[src/rtl/fetch_ctrl.sv]
`default_nettype none
// ============================================================================
//  Module   : fetch_ctrl
//  Purpose  : Fetch/decode/interrupt sequencer for the basic CPU. Decodes the
//             one-hot timing slots into datapath strobes and holds IR, D0-D7,
//             I, R and IEN. Optional interrupt logic: define INTERRUPT_EN.
//  Revision : 1.0  initial release
// ============================================================================
module fetch_ctrl (
    input  logic        clk,
    input  logic        reset,
    input  logic [15:0] t,
    input  logic [15:0] mem_data,
    input  logic        fgi,
    input  logic        fgo,
    input  logic        ien_set,
    input  logic        ien_clr,
    output logic [2:0]  bus_sel,
    output logic        ld_ar,
    output logic        clr_ar,
    output logic        ld_ir,
    output logic        inc_pc,
    output logic        clr_pc,
    output logic        ld_tr,
    output logic        rd_mem,
    output logic        wr_mem,
    output logic [15:0] ir,
    output logic [7:0]  d,
    output logic        i_bit,
    output logic        r_flag,
    output logic        ien,
    output logic        exec,
    output logic        sc_clr
);

    localparam logic [2:0] C_BUS_NONE = 3'd0;
    localparam logic [2:0] C_BUS_PC   = 3'd2;
    localparam logic [2:0] C_BUS_IR   = 3'd5;
    localparam logic [2:0] C_BUS_TR   = 3'd6;
    localparam logic [2:0] C_BUS_MEM  = 3'd7;

    logic        w_t_onehot;
    logic        w_t0;
    logic        w_t1;
    logic        w_t2;
    logic        w_t_exec;
    logic        w_ld_dec;
    logic [7:0]  w_dec;
    logic [15:0] r_ir;
    logic [7:0]  r_d;
    logic        r_i;

    // A malformed timing word (none or several slots) must not move anything.
    assign w_t_onehot = (t != 16'd0) && ((t & (t - 16'd1)) == 16'd0);
    assign w_t0       = w_t_onehot & t[0];
    assign w_t1       = w_t_onehot & t[1];
    assign w_t2       = w_t_onehot & t[2];
    assign w_t_exec   = w_t_onehot & (|t[15:3]);

    always_comb begin
        bus_sel = C_BUS_NONE;
        ld_ar   = 1'b0;
        clr_ar  = 1'b0;
        ld_ir   = 1'b0;
        inc_pc  = 1'b0;
        clr_pc  = 1'b0;
        ld_tr   = 1'b0;
        rd_mem  = 1'b0;
        wr_mem  = 1'b0;
        sc_clr  = 1'b0;
        exec    = w_t_exec & ~r_flag;
        if (!r_flag) begin
            if (w_t0) begin
                bus_sel = C_BUS_PC;
                ld_ar   = 1'b1;
            end else if (w_t1) begin
                bus_sel = C_BUS_MEM;
                rd_mem  = 1'b1;
                ld_ir   = 1'b1;
                inc_pc  = 1'b1;
            end else if (w_t2) begin
                bus_sel = C_BUS_IR;
                ld_ar   = 1'b1;
            end
        end
`ifdef INTERRUPT_EN
        else begin
            // Save PC to address 0, then continue at address 1.
            if (w_t0) begin
                clr_ar  = 1'b1;
                bus_sel = C_BUS_PC;
                ld_tr   = 1'b1;
            end else if (w_t1) begin
                bus_sel = C_BUS_TR;
                wr_mem  = 1'b1;
                clr_pc  = 1'b1;
            end else if (w_t2) begin
                inc_pc  = 1'b1;
                sc_clr  = 1'b1;
            end
        end
`endif
    end

    assign w_ld_dec = w_t2 & ~r_flag;
    assign w_dec    = 8'h01 << r_ir[14:12];

    always_ff @(posedge clk or negedge reset) begin
        if (!reset) begin
            r_ir <= 16'd0;
            r_d  <= 8'h01;
            r_i  <= 1'b0;
        end else begin
            if (ld_ir) begin
                r_ir <= mem_data;
            end
            if (w_ld_dec) begin
                r_d <= w_dec;
                r_i <= r_ir[15];
            end
        end
    end

    assign ir    = r_ir;
    assign d     = r_d;
    assign i_bit = r_i;

`ifdef INTERRUPT_EN
    logic r_r;
    logic r_ien;
    logic w_r_set;
    logic w_int_end;

    // R may only rise outside the fetch slots so an instruction is never split.
    assign w_r_set   = ~r_r & r_ien & (fgi | fgo) & w_t_exec;
    assign w_int_end = r_r & w_t2;

    always_ff @(posedge clk or negedge reset) begin
        if (!reset) begin
            r_r   <= 1'b0;
            r_ien <= 1'b0;
        end else begin
            if (w_int_end) begin
                r_r <= 1'b0;
            end else if (w_r_set) begin
                r_r <= 1'b1;
            end
            if (w_int_end) begin
                r_ien <= 1'b0;
            end else if (w_t_onehot) begin
                if (ien_clr) begin
                    r_ien <= 1'b0;
                end else if (ien_set) begin
                    r_ien <= 1'b1;
                end
            end
        end
    end

    assign r_flag = r_r;
    assign ien    = r_ien;
`else
    logic w_unused_irq;

    assign w_unused_irq = fgi ^ fgo ^ ien_set ^ ien_clr;
    assign r_flag       = 1'b0;
    assign ien          = 1'b0;
`endif

endmodule
`default_nettype wire

[config.mk]
export PLATFORM = sky130hd
export DESIGN_NAME = fetch_ctrl
export DESIGN_NICKNAME = d
export VERILOG_FILES = /design/src/rtl/fetch_ctrl.sv
export SDC_FILE = /design/constraint.sdc
export NUM_CORES = 1
export LEC_CHECK = 0
export BUFFER_PORTS_ARGS = -buffer_cell sky130_fd_sc_hd__buf_2
export CORE_MARGIN = 3
export CORE_UTILIZATION = 30
export CTS_CLUSTER_DIAMETER = 120
export CTS_CLUSTER_SIZE = 14
export DETAILED_ROUTE_END_ITERATION = 10
export GPL_TIMING_DRIVEN = 1
export SYNTH_ARGS = -nofsm -noshare
export SYNTH_HDL_FRONTEND = slang
export SYNTH_SLANG_ARGS = --single-unit
[constraint.sdc]
create_clock -name clk -period 2.34 [get_ports clk]
set_input_delay 0.234 -clock clk [delete_from_list [all_inputs] [get_ports clk]]
set_output_delay 0.234 -clock clk [all_outputs]
set_load 0.01 [all_outputs]
### After elaboration in Yosys (flattened, before gate mapping)

Cells that the tools add are included.

* register bits after elaboration: 25
* output and inout bits: 40

* mux-type cells: 8
* $add $sub $neg: 1
* bitwise gates (word level): 5
* shifts and indexed selects: 1
* reduce and logical (&&, ||, !) cells: 4

Operators by type and width (count)
* 16-bit bitwise AND: 1
* 16-bit zero test: 1
* 16-bit nonzero test: 1
* 16-bit by 1-bit subtractor with 16-bit output, second input constant: 1
* 13-bit OR reduction: 1
* 3-bit 2-to-1 mux: 3
* 1-bit by 3-bit << shifter with 8-bit output, first input constant: 1
* 1-bit 2-to-1 mux: 5
* 1-bit bitwise AND: 4
* 1-bit logical AND: 1

### Longest topological paths before layout

* depth after elaboration: 8
* depth in mapped cells: 7
* mapped depth without buffers: 6

### Worst setup path after synthesis

No wires, ideal clock.

* kind: input port to output port
* start point: input t[10]
* end point: output bus_sel[2]
* setup slack: -0.097 ns
* data arrival time: 2.203 ns
* stages on the path: 7
* path buffers: 1
* cells stage by stage: nor3_2 > nand4_4 > a211oi_1 > nor2_1 > nand4bb_1 > a2111oi_0 > buf_4

* word-level cells in the longest chain between the ends: 8
* elaborated cells on any way between the ends: 11
* those cells by class: add/sub (1); mux (3); bitwise (4); reduce/logical (3)

Ends and longest elaborated chain
* start, declared: RTL line 12 `input logic [15:0] t,`
* 16-bit by 1-bit subtractor with 16-bit output: RTL line 54 `assign w_t_onehot = (t != 16'd0) && ((t & (t - 16'd1)) == 16'd0);`
* 16-bit bitwise AND: RTL line 54
* 16-bit zero test: RTL line 54
* 1-bit logical AND *: RTL line 54
* 1-bit bitwise AND: RTL line 57 `assign w_t2 = w_t_onehot & t[2];`
* 3-bit 2-to-1 mux: RTL line 81 `end else if (w_t2) begin`
* 3-bit 2-to-1 mux: RTL line 76 `end else if (w_t1) begin`
* 3-bit 2-to-1 mux *: RTL line 73 `if (w_t0) begin`
* end, declared: RTL line 18 `output logic [2:0] bus_sel,`

Every way passes the cells marked *; elsewhere a longest branch is shown, timed or not.

### Worst setup path after layout

* start point: input t[2]
* end point: output inc_pc

* word-level cells in the longest chain between the ends: 7
* elaborated cells on any way between the ends: 9
* those cells by class: add/sub (1); mux (2); bitwise (3); reduce/logical (3)

Ends and longest elaborated chain
* 16-bit by 1-bit subtractor with 16-bit output: RTL line 54
* 16-bit bitwise AND: RTL line 54
* 16-bit zero test: RTL line 54
* 1-bit logical AND *: RTL line 54
* 1-bit bitwise AND: RTL line 56 `assign w_t1 = w_t_onehot & t[1];`
* 1-bit 2-to-1 mux: RTL line 76
* 1-bit 2-to-1 mux *: RTL line 73
* end, declared: RTL line 22 `output logic inc_pc,`

Marks and branches as above.

==> flow_metrics.tcl <==
set metrics [dict create \
    outcome "finished clean" \
    coreArea_mm2 0.00475 \
    overflow 0 \
    ys_ff_latch 25 \
    rrSetupSlack_ns 1.28 \
    drv_cap 0 \
    p_leak_uw 0.00110 \
    layout_commonest_cell "buf_2" \
    dr.first_iter.drc_count 23 \
    drv_slew 0 \
    relSlewSlack_pct 63.2 \
    num_rows 25 \
    yosysUniqueCellTypes 41 \
    reg2reg_depth 2 \
    setup_slack_ns 0.104 \
    power_density_mw_per_mm2 388 \
    path_class "input pin to primary output" \
    track_usage_pct 11.8 \
    route.detailed.drc 0 \
    dr.pass1.iters 5 \
    dp_slack_ns -0.108 \
    fin_crit_sh_pct 95.6 \
    die_w_um 76.5 \
    yosysTopAreaCell "dfrtp_1" \
    cts_tree "yes" \
    whs_path_depth 2 \
    yosys_warnings 0 \
    critPathMaxFanout 4 \
    mostFrequentLayoutCells "66 x buf_2, 24 x dfrtp_1, 10 x mux2_1" \
    cts_sinks 25 \
    cp_slowest_stage_delay_ns 0.34 \
    drt-total-wl_mm 3.31 \
    cts.clk_slew.worst_paths_ns 0.09 \
    syn_to_final_growth_pct 38.7 \
    critPathLaunchType "input pin" \
    vias_per_cell 4.59 \
    ys_top_cells_by_area "dfrtp_1 40%, mux2_4 9.1%, mux2_1 7.6%, buf_4 5.0%, mux2_2 4.5%" \
    numCtsBuffers 3 \
    drive_above_1_share_pct 59.9 \
    hold_class "input pin to flip-flop" \
    wl_per_cell_um 12.8 \
    netlist_instances 117 \
    fin_skew_ns 0.00728 \
    io_buffers 66 \
    die_area_mm2 0.00585 \
    rsz0062_at_grt "true" \
    synth_top_cell_area_share_pct 40.3 \
    fp.dieH_um 76.5 \
    clk_latency_ns 0.27 \
    setup_viol 0 \
    io_pins 78 \
    holdWs_ns 0.162 \
    finalCriticalPeriod_ns 2.24 \
    yosysSeqAreaShare_pct 42.1 \
    grt_max_degree 26 \
    start_util_pct 31.3 \
    cts-root-buf "clkbuf_8" \
    ys.flop_type "dfrtp_1" \
    antenna_cells 0 \
    syn_avg_cell_area_um2 12.7 \
    end_kind "primary output" \
    grt_pass1_vias 1155 \
    path_cells "buf_2 > nor3_4 > buf_4 > nand2_1 > maj3_2 > nand4bb_4 > nor4_4 > buf_4 > buf_2" \
    htreeDepth 1 \
    synthArstFlopShare_pct 100 \
    dp_hpwl_mm 2.60 \
    cp.arrival_ns 2.00 \
    worstPathRequired_ns 2.11 \
    antenna_left 0 \
    hold_viol 0 \
    netlist_area_mm2 0.00149 \
    vias 1189 \
    grt_pass1_wl_mm 5.59 \
    gp_congestion 0.775 \
    fmax_mhz 447 \
    grt_antenna_before_repair 0 \
    clockBufferDepth 2 \
    cpMaxStageDelayCell "maj3_2" \
    max_slew.worst_pin.slew_ns 0.553 \
    synth_edf_count 0 \
    layout.nets 231 \
    ir_worst_vdd_v 0.000283 \
]
[Yosys cell counts (all sizes together), types with 3 or more instances]
master / count
nor2: 7
nand4: 3
nand2: 3
nor3b: 3
inv: 3
buf: 11
mux2: 25
dfrtp: 24
nor3: 9
[metal layers]
metal  GRT usage (%)  wire [um]  part of all wire [%]
met4            3.80         42                   1.3
met5               0          0                     0
met3            2.60        151                   4.6
met1            14.2       1320                    40
met2            20.7       1800                    54
[critical path, delay by kind of cell]
kind          cells  cell delay, ns
simple gates      4            0.85
buf+inv           4            0.57
fa+ha+maj         1            0.34
[cells by family after synthesis]
kind of cell               synth area share [%]
AOI/OAI and AO/OA                          8.14
adders and majority gates                  1.43
buffers and inverters                      6.55
DFF                                        42.1
muxes                                      21.2
other                                     0.252
and+or+nand+nor                            20.4
[flip-flops by register name, indices dropped and copies added, names as in the netlist]
name,flops
ir,16
d,8
i_bit,1
[layout make-up]
type | instances | area, um^2
multi-input cells | 84 | 863
clock inverters | 1 | 7.51
well taps | 67 | 83.8
flip-flops and latches | 25 | 627
inverters | 3 | 11.3
clock buffers | 3 | 41.3
repair buffers | 76 | 433
fillers | 474 | 2690
[path summary, 6_finish.rpt]
check	to	from
hold / removal	ir[11]	mem_data[11]
hold reg to reg	ir[6]	ir[6]
setup / recovery	inc_pc	t[2]
setup reg to reg	d[5]	ir[13]
min in group asynchronous	ir[14]	reset
max in group asynchronous	d[0]	reset
[per-stage QoR]
stage	cells	power (uW)	setup TNS, ns	instance area (um^2)	utilization [%]
floorplan	123	487	0	1510	-
global placement	251	533	-0.144	1910	40.2
detailed placement	251	535	-0.459	1910	40.2
CTS	258	806	0	2000	42.0
global route	259	843	-0.0116	2070	43.5
finish	259	802	0	2070	43.5
[where the power goes]
group | leakage (uW) | internal (uW) | switching [uW]
logic | 0.000732 | 44.0 | 63.0
clock network | 0.0000217 | 121 | 141
registers | 0.000346 | 432 | 0.458
total | 0.00110 | 597 | 205
[repair_timing]
item,in CTS,in global routing
hold buffers,1,0
setup endpoints to repair,6,7
endpoints found under the hold margin,24,0
setup buffers,2,1
pin swaps,2,6
gates resized for setup,2,9
No activity file was read; power rests on OpenSTA's default activity.
